==> config.mk <==
export PLATFORM = sky130hd
export DESIGN_NAME = utx_sched
export DESIGN_NICKNAME = d
export VERILOG_FILES = /design/src/rtl/utx_pkg.sv /design/src/rtl/utx_rr_pick.sv /design/src/rtl/utx_sched.sv
export SDC_FILE = /design/constraint.sdc
export NUM_CORES = 1
export LEC_CHECK = 0
export BUFFER_PORTS_ARGS = -buffer_cell sky130_fd_sc_hd__buf_2
export CAP_MARGIN = 20
export CORE_MARGIN = 4
export CORE_UTILIZATION = 40
export CTS_CLUSTER_DIAMETER = 150
export DETAILED_ROUTE_END_ITERATION = 8
export PLACE_DENSITY = 0.61
export SLEW_MARGIN = 40
export SYNTH_ARGS = -nofsm -noshare
export SYNTH_HDL_FRONTEND = slang
export SYNTH_SLANG_ARGS = --single-unit
==> constraint.sdc <==
create_clock -name clk_sys -period 7.39 [get_ports clk_sys]
set_clock_uncertainty 0.15 [all_clocks]
set_input_delay 0.739 -clock clk_sys [delete_from_list [all_inputs] [get_ports clk_sys]]
set_output_delay 0.739 -clock clk_sys [all_outputs]
set_load 0.1 [all_outputs]
==> src/rtl/utx_pkg.sv <==
// utx_pkg: shared types and constants for the UART transmit scheduler.
//   utx_st_t           scheduler state encoding (IDLE, ARB, SEND, GAP)
//   UTX_GAP_US_DEF     default inter-byte gap in pluse_us ticks
//   UTX_TIMEOUT_US_DEF default idle limit inside a packet in pluse_us ticks
//   UTX_CNT_W          width of the gap and timeout counters
//   sat_inc            saturating counter increment
package utx_pkg;

  typedef enum logic [1:0] {
    IDLE = 2'd0,
    ARB  = 2'd1,
    SEND = 2'd2,
    GAP  = 2'd3
  } utx_st_t;

  localparam int UTX_GAP_US_DEF     = 400;
  localparam int UTX_TIMEOUT_US_DEF = 5000;
  localparam int UTX_CNT_W          = 16;

  // Counters hold at all-ones rather than wrapping back to zero.
  function automatic logic [UTX_CNT_W-1:0] sat_inc(input logic [UTX_CNT_W-1:0] v);
    return (v == {UTX_CNT_W{1'b1}}) ? v : v + 1'b1;
  endfunction

endpackage

==> src/rtl/utx_rr_pick.sv <==
// utx_rr_pick: combinational round-robin picker.
//   req  : request vector, one bit per requester
//   ptr  : index of the requester with highest priority
//   pick : one-hot winner, first set bit of req searching upward from ptr
//   any  : at least one request bit is set
module utx_rr_pick #(
  parameter int N_REQ = 4
) (
  input  logic [N_REQ-1:0]         req,
  input  logic [$clog2(N_REQ)-1:0] ptr,
  output logic [N_REQ-1:0]         pick,
  output logic                     any
);

  localparam int PW = $clog2(N_REQ);

  logic          found;
  logic [PW-1:0] idx;

  always_comb begin
    pick  = '0;
    found = 1'b0;
    idx   = '0;
    for (int k = 0; k < N_REQ; k++) begin
      idx = PW'((int'(ptr) + k) % N_REQ);
      if (!found && req[idx]) begin
        pick[idx] = 1'b1;
        found     = 1'b1;
      end
    end
  end

  assign any = |req;

endmodule

==> src/rtl/utx_sched.sv <==
// utx_sched: shares one phy_utx transmitter between N_REQ byte sources.
// Round-robin arbitration at packet granularity; each accepted byte is
// handed to the phy as a one-cycle tx_vld pulse, and the next byte is held
// off for GAP_US pluse_us ticks because the phy has no busy indication.
//   clk_sys, rst_n : clock, asynchronous active-low reset
//   pluse_us       : one-cycle tick every microsecond
//   req_vld/req_data/req_last/req_rdy : per-requester byte handshake
//   grant          : one-hot current packet owner (0 when none)
//   tx_data/tx_vld : byte and strobe to phy_utx
//   busy           : scheduler not idle
//   timeout        : one-cycle pulse when an owner is dropped for inactivity
module utx_sched
  import utx_pkg::*;
#(
  parameter int N_REQ      = 4,
  parameter int GAP_US     = UTX_GAP_US_DEF,
  parameter int TIMEOUT_US = UTX_TIMEOUT_US_DEF
) (
  input  logic               clk_sys,
  input  logic               rst_n,
  input  logic               pluse_us,
  input  logic [N_REQ-1:0]   req_vld,
  input  logic [8*N_REQ-1:0] req_data,
  input  logic [N_REQ-1:0]   req_last,
  output logic [N_REQ-1:0]   req_rdy,
  output logic [N_REQ-1:0]   grant,
  output logic [7:0]         tx_data,
  output logic               tx_vld,
  output logic               busy,
  output logic               timeout
);

  localparam int PW = $clog2(N_REQ);
  // Terminal values are compared before the increment so the action lands
  // on the GAP_US-th / TIMEOUT_US-th tick itself.
  localparam logic [UTX_CNT_W-1:0] GAP_TERM = UTX_CNT_W'(GAP_US - 1);
  localparam logic [UTX_CNT_W-1:0] TO_TERM  = UTX_CNT_W'(TIMEOUT_US - 1);

  utx_st_t              state;
  logic [PW-1:0]        rr_ptr;
  logic [PW-1:0]        g_idx;
  logic                 last_q;
  logic [UTX_CNT_W-1:0] gap_cnt;
  logic [UTX_CNT_W-1:0] to_cnt;

  logic [N_REQ-1:0]     pick;
  logic                 pick_any;
  logic [7:0]           g_data;
  logic                 g_last;
  logic                 hs;

  utx_rr_pick #(.N_REQ(N_REQ)) u_pick (
    .req  (req_vld),
    .ptr  (rr_ptr),
    .pick (pick),
    .any  (pick_any)
  );

  function automatic logic [PW-1:0] oh2idx(input logic [N_REQ-1:0] oh);
    logic [PW-1:0] r;
    r = '0;
    for (int i = 0; i < N_REQ; i++) begin
      if (oh[i]) r = PW'(i);
    end
    return r;
  endfunction

  function automatic logic [PW-1:0] ptr_next(input logic [PW-1:0] g);
    return (g == PW'(N_REQ - 1)) ? '0 : g + 1'b1;
  endfunction

  // Byte and last flag of the current owner.
  always_comb begin
    g_data = 8'h00;
    g_last = 1'b0;
    for (int i = 0; i < N_REQ; i++) begin
      if (g_idx == PW'(i)) begin
        g_data = req_data[8*i +: 8];
        g_last = req_last[i];
      end
    end
  end

  // req_rdy only ever equals grant in SEND, so this is the owner's handshake.
  assign hs   = |(req_vld & req_rdy);
  assign busy = (state != IDLE);

  always_ff @(posedge clk_sys or negedge rst_n) begin
    if (!rst_n) begin
      state   <= IDLE;
      rr_ptr  <= '0;
      g_idx   <= '0;
      grant   <= '0;
      req_rdy <= '0;
      tx_data <= 8'h00;
      tx_vld  <= 1'b0;
      timeout <= 1'b0;
      last_q  <= 1'b0;
      gap_cnt <= '0;
      to_cnt  <= '0;
    end else begin
      tx_vld  <= 1'b0;
      timeout <= 1'b0;
      case (state)
        IDLE: begin
          if (|req_vld) state <= ARB;
        end
        ARB: begin
          if (pick_any) begin
            grant   <= pick;
            req_rdy <= pick;
            g_idx   <= oh2idx(pick);
            to_cnt  <= '0;
            state   <= SEND;
          end else begin
            state <= IDLE;
          end
        end
        SEND: begin
          // A handshake takes priority over a timeout on the same tick.
          if (hs) begin
            tx_data <= g_data;
            tx_vld  <= 1'b1;
            last_q  <= g_last;
            gap_cnt <= '0;
            req_rdy <= '0;
            state   <= GAP;
          end else if (pluse_us) begin
            to_cnt <= sat_inc(to_cnt);
            if (to_cnt == TO_TERM) begin
              timeout <= 1'b1;
              grant   <= '0;
              req_rdy <= '0;
              rr_ptr  <= ptr_next(g_idx);
              state   <= IDLE;
            end
          end
        end
        GAP: begin
          if (pluse_us) begin
            gap_cnt <= sat_inc(gap_cnt);
            if (gap_cnt == GAP_TERM) begin
              if (last_q) begin
                grant  <= '0;
                rr_ptr <= ptr_next(g_idx);
                state  <= IDLE;
              end else begin
                to_cnt  <= '0;
                req_rdy <= grant;
                state   <= SEND;
              end
            end
          end
        end
        default: state <= IDLE;
      endcase
    end
  end

endmodule
==> run_results.csv <==
group,metric,value,unit
placement,place_inst,597,
synthesis,synth-xor-area-share,0.907,%
drt,drt-met1-wl,4750,µm
floorplanning,die_area,11300,µm²
pwr,power_density,194,nW/µm²
clock_tree,htree_levels,3,
drt,highest_layer,"met4",
timing,finalCritPeriodShare,41.4,%
drt,drt_iter0_drc,134,
status,status,"finished, final reports clean",
critical_path,critPathMaxFanout,9,
grt,grt_max_degree,58,
timing,worst_slack,4.33,ns
synthesis,syn_area_per_cell,9.07,µm²
timing,min_period,3.06,ns
synthesis,synth-compound-area-share,23.8,%
synthesis,synth-async-reset-ratio,100,%
clock_tree,post_cts_buffers,0,
critical_path,crit_chain,"inv_1 > ha_1 > mux4_1 > nor4b_1 > nand2_1 > a21oi_2 > mux2_2",
drt,vias,3540,
drt,dr_wl_met3,505,µm
cells_and_area,final_nets,534,
drt,ant_nets,0,
synthesis,synthDistinctLibCells,67,
critical_path,r2r_slack,4.33,ns
cells_and_area,fill_cells,900,
drt,drc,0,
cells_and_area,diodes,0,
synthesis,synthMuxAreaShare,6.12,%
grt,grt_pass1_wl,15900,µm
cells_and_area,fin_cells,613,
floorplanning,coreArea,9330,µm²
cells_and_area,mostFrequentLayoutCell,"buf_2",
clock_tree,root_buffer,"clkbuf_8",
critical_path,startpoint_type,"register",
critical_path,r2r-start,"rr_ptr[0]",
placement,hpwl,6890,µm
drt,wl_met2,4400,µm
timing,tns,0,ns
drt,routedWlPerCell,15.9,µm
timing,fmax,0.327,GHz
floorplanning,initial_core_util,41.4,%
critical_path,cp_slowest_cell,"mux4_1",
synthesis,synthCells,426,
grt,antenna_found_initial,0,
grt,gr-total-overflow,0,
pwr,p_leak,1.85,nW
critical_path,r2r_end,"grant[2]",
synthesis,ys_seq_elements,57,
drt,wirelength,9720,µm
clock_tree,cts_resized,0,
grt,grt_pass1_vias,3325,
timing,slew_viol_final,0,
timing,worstMarginPinSlew,0.782,ns
floorplanning,die_y,106,µm
synthesis,synthAdderAreaFrac,3.89,%
cells_and_area,mostFrequentLayoutCells,"buf_2, dfrtp_1, nand2_1",
placement,io_buffers,61,
synthesis,synth_top_area_share,36.9,%
synthesis,yosys.area.top_type,"dfrtp_1",
synthesis,yosys.area_share.simple,22.7,%
placement,gp_routability_congestion,0.867,
critical_path,worstSetupPathType,"reg2reg",
worst_hold_path,min_path_type,"in2async",
cells_and_area,drive_above_1_share,20.7,%
critical_path,arrival,3.19,ns
critical_path,end_kind,"register",
timing,relSlewSlack,47.4,%
clock_tree,cts_buffers,9,
floorplanning,ios,62,
synthesis,synth_nets,481,
placement,place_area,4210,µm²
drt,routed_via_density,5.77,
cells_and_area,multi_input_area,2230,µm²
floorplanning,die_x,106,µm
clock_tree,clk_pin_slew,0.07,ns
pwr,vdd_drop_max,0.0976,mV
synthesis,synth_top_family_by_area,"compound AO/OA/AOI/OAI gates",
timing,setup_violations,0,
clock_tree,cts_tree,"built",
placement,preCtsSetupSlack,4.21,ns
timing,hold_viol,0,
synthesis,ys_seq_area_share,36.9,%
timing,rsz0062_at_grt,"no",
cells_and_area,area_growth,15.5,%
critical_path,path_buf_inv,1,
cells_and_area,fin_area,4460,µm²
critical_path,crit_family,"multiplexers",
run,maxCapViolations,0,
timing,whs,0.297,ns
critical_path,worst_r2r_path_depth,7,
clock_tree,hold_buffers,0,
clock_tree,clock_latency,0.34,ns
cells_and_area,seqCellArea,1430,µm²
synthesis,synthFlopType,"dfrtp_1",
floorplanning,rows,35,
synthesis,synthTopCellsByArea,"dfrtp_1, a21oi_1, nand2_1",
clock_tree,clk_path_buf_depth,2,
critical_path,cpPeakStageDelay,0.67,ns
critical_path,required,7.52,ns
synthesis,yosys_warnings,0,
synthesis,syn_area,3860,µm²
grt,grt_use_total,17.1,%
clock_tree,cts.sinks,57,
drt,first_pass_iters,4,
synthesis,synth_edf_count,0,
## synthesized netlist by cell type (all sizes together) (3+ instances only)
cell type	n
dfrtp	57
nand2	43
a21oi	36
inv	22
nor2	22
nand3	21
o21ai	16
a211oi	12
ha	12
nor3	12
clkbuf	11
buf	10
o211ai	10
mux2i	9
nand4	9
nor4	9
or4	8
a31oi	7
and2	7
nand3b	6
nor2b	6
o31ai	6
or3	6
a21o	5
o21a	5
a221oi	4
a22o	4
mux2	4
mux4	4
nand2b	4
o22ai	4
xnor2	4
and3	3
## registers in the layout, summed over array words and instances (netlist names)
register and flops:
tx_vld 1, g_idx 2, to_cnt 16, req_rdy 4, rr_ptr 2, state 2, grant 4, gap_cnt 16
last_q 1, timeout 1, tx_data 8
## worst register-to-register path: cells and delay by family, from the launching register on
kind,cells,cell delay (ns)
multiplexers,2,0.84
AND/OR/NAND/NOR,2,0.75
flip-flops,1,0.57
adder cells (fa/ha/maj),1,0.34
AO/OA/AOI/OAI,1,0.20
buffers and inverters,1,0.15
## cells by family after synthesis
logic type	after synthesis
AO/OA/AOI/OAI	129
buffers and inverters	44
flip-flops	57
AND/OR/NAND/NOR	163
adder cells (fa/ha/maj)	12
multiplexers	17
XOR/XNOR	4
## worst max-delay path by stage
stage	start	end	slack, ns	cells past startpoint
final	rr_ptr[0]	grant[2]	4.33	7
after global routing	rr_ptr[0]	req_rdy[1]	4.10	7
after CTS	rr_ptr[0]	req_rdy[1]	4.37	7
after detailed placement	req_vld[1]	tx_data[3]	4.21	6
after global placement	req_vld[0]	tx_data[4]	4.18	6
after floorplan	req_rdy[0]	gap_cnt[11]	4.59	6
## per-layer routing
layer,up-vias,GRT usage [%]
met3,11,4.86
li1,1713,-
met4,0,3.98
met5,-,0
met1,1735,22.8
met2,81,27.6
## power by group
group | leakage [nW] | total, mW | switching, mW | internal (mW)
Combinational | 1.05 | 0.147 | 0.0838 | 0.0634
Clock | 0.115 | 0.336 | 0.129 | 0.207
Sequential | 0.686 | 0.384 | 0.0412 | 0.342
## metrics by stage
stage	utilization [%]	total power, mW
2_1_floorplan	-	0.486
3_3_place_gp	45.2	0.530
3_5_place_dp	45.2	0.535
4_1_cts	47.6	0.876
5_1_grt	47.8	0.914
6_report	47.8	0.867
## cell type report
cell class              instances  area share [%]
clock buffers                  11            3.40
clock inverters                 5            1.74
inverters                      23            1.94
multi-input cells             325            50.1
flip-flops and latches         57            32.0
well taps                     129            3.62
repair buffers                 63            7.27
No activity file was read; power rests on OpenSTA's default activity.
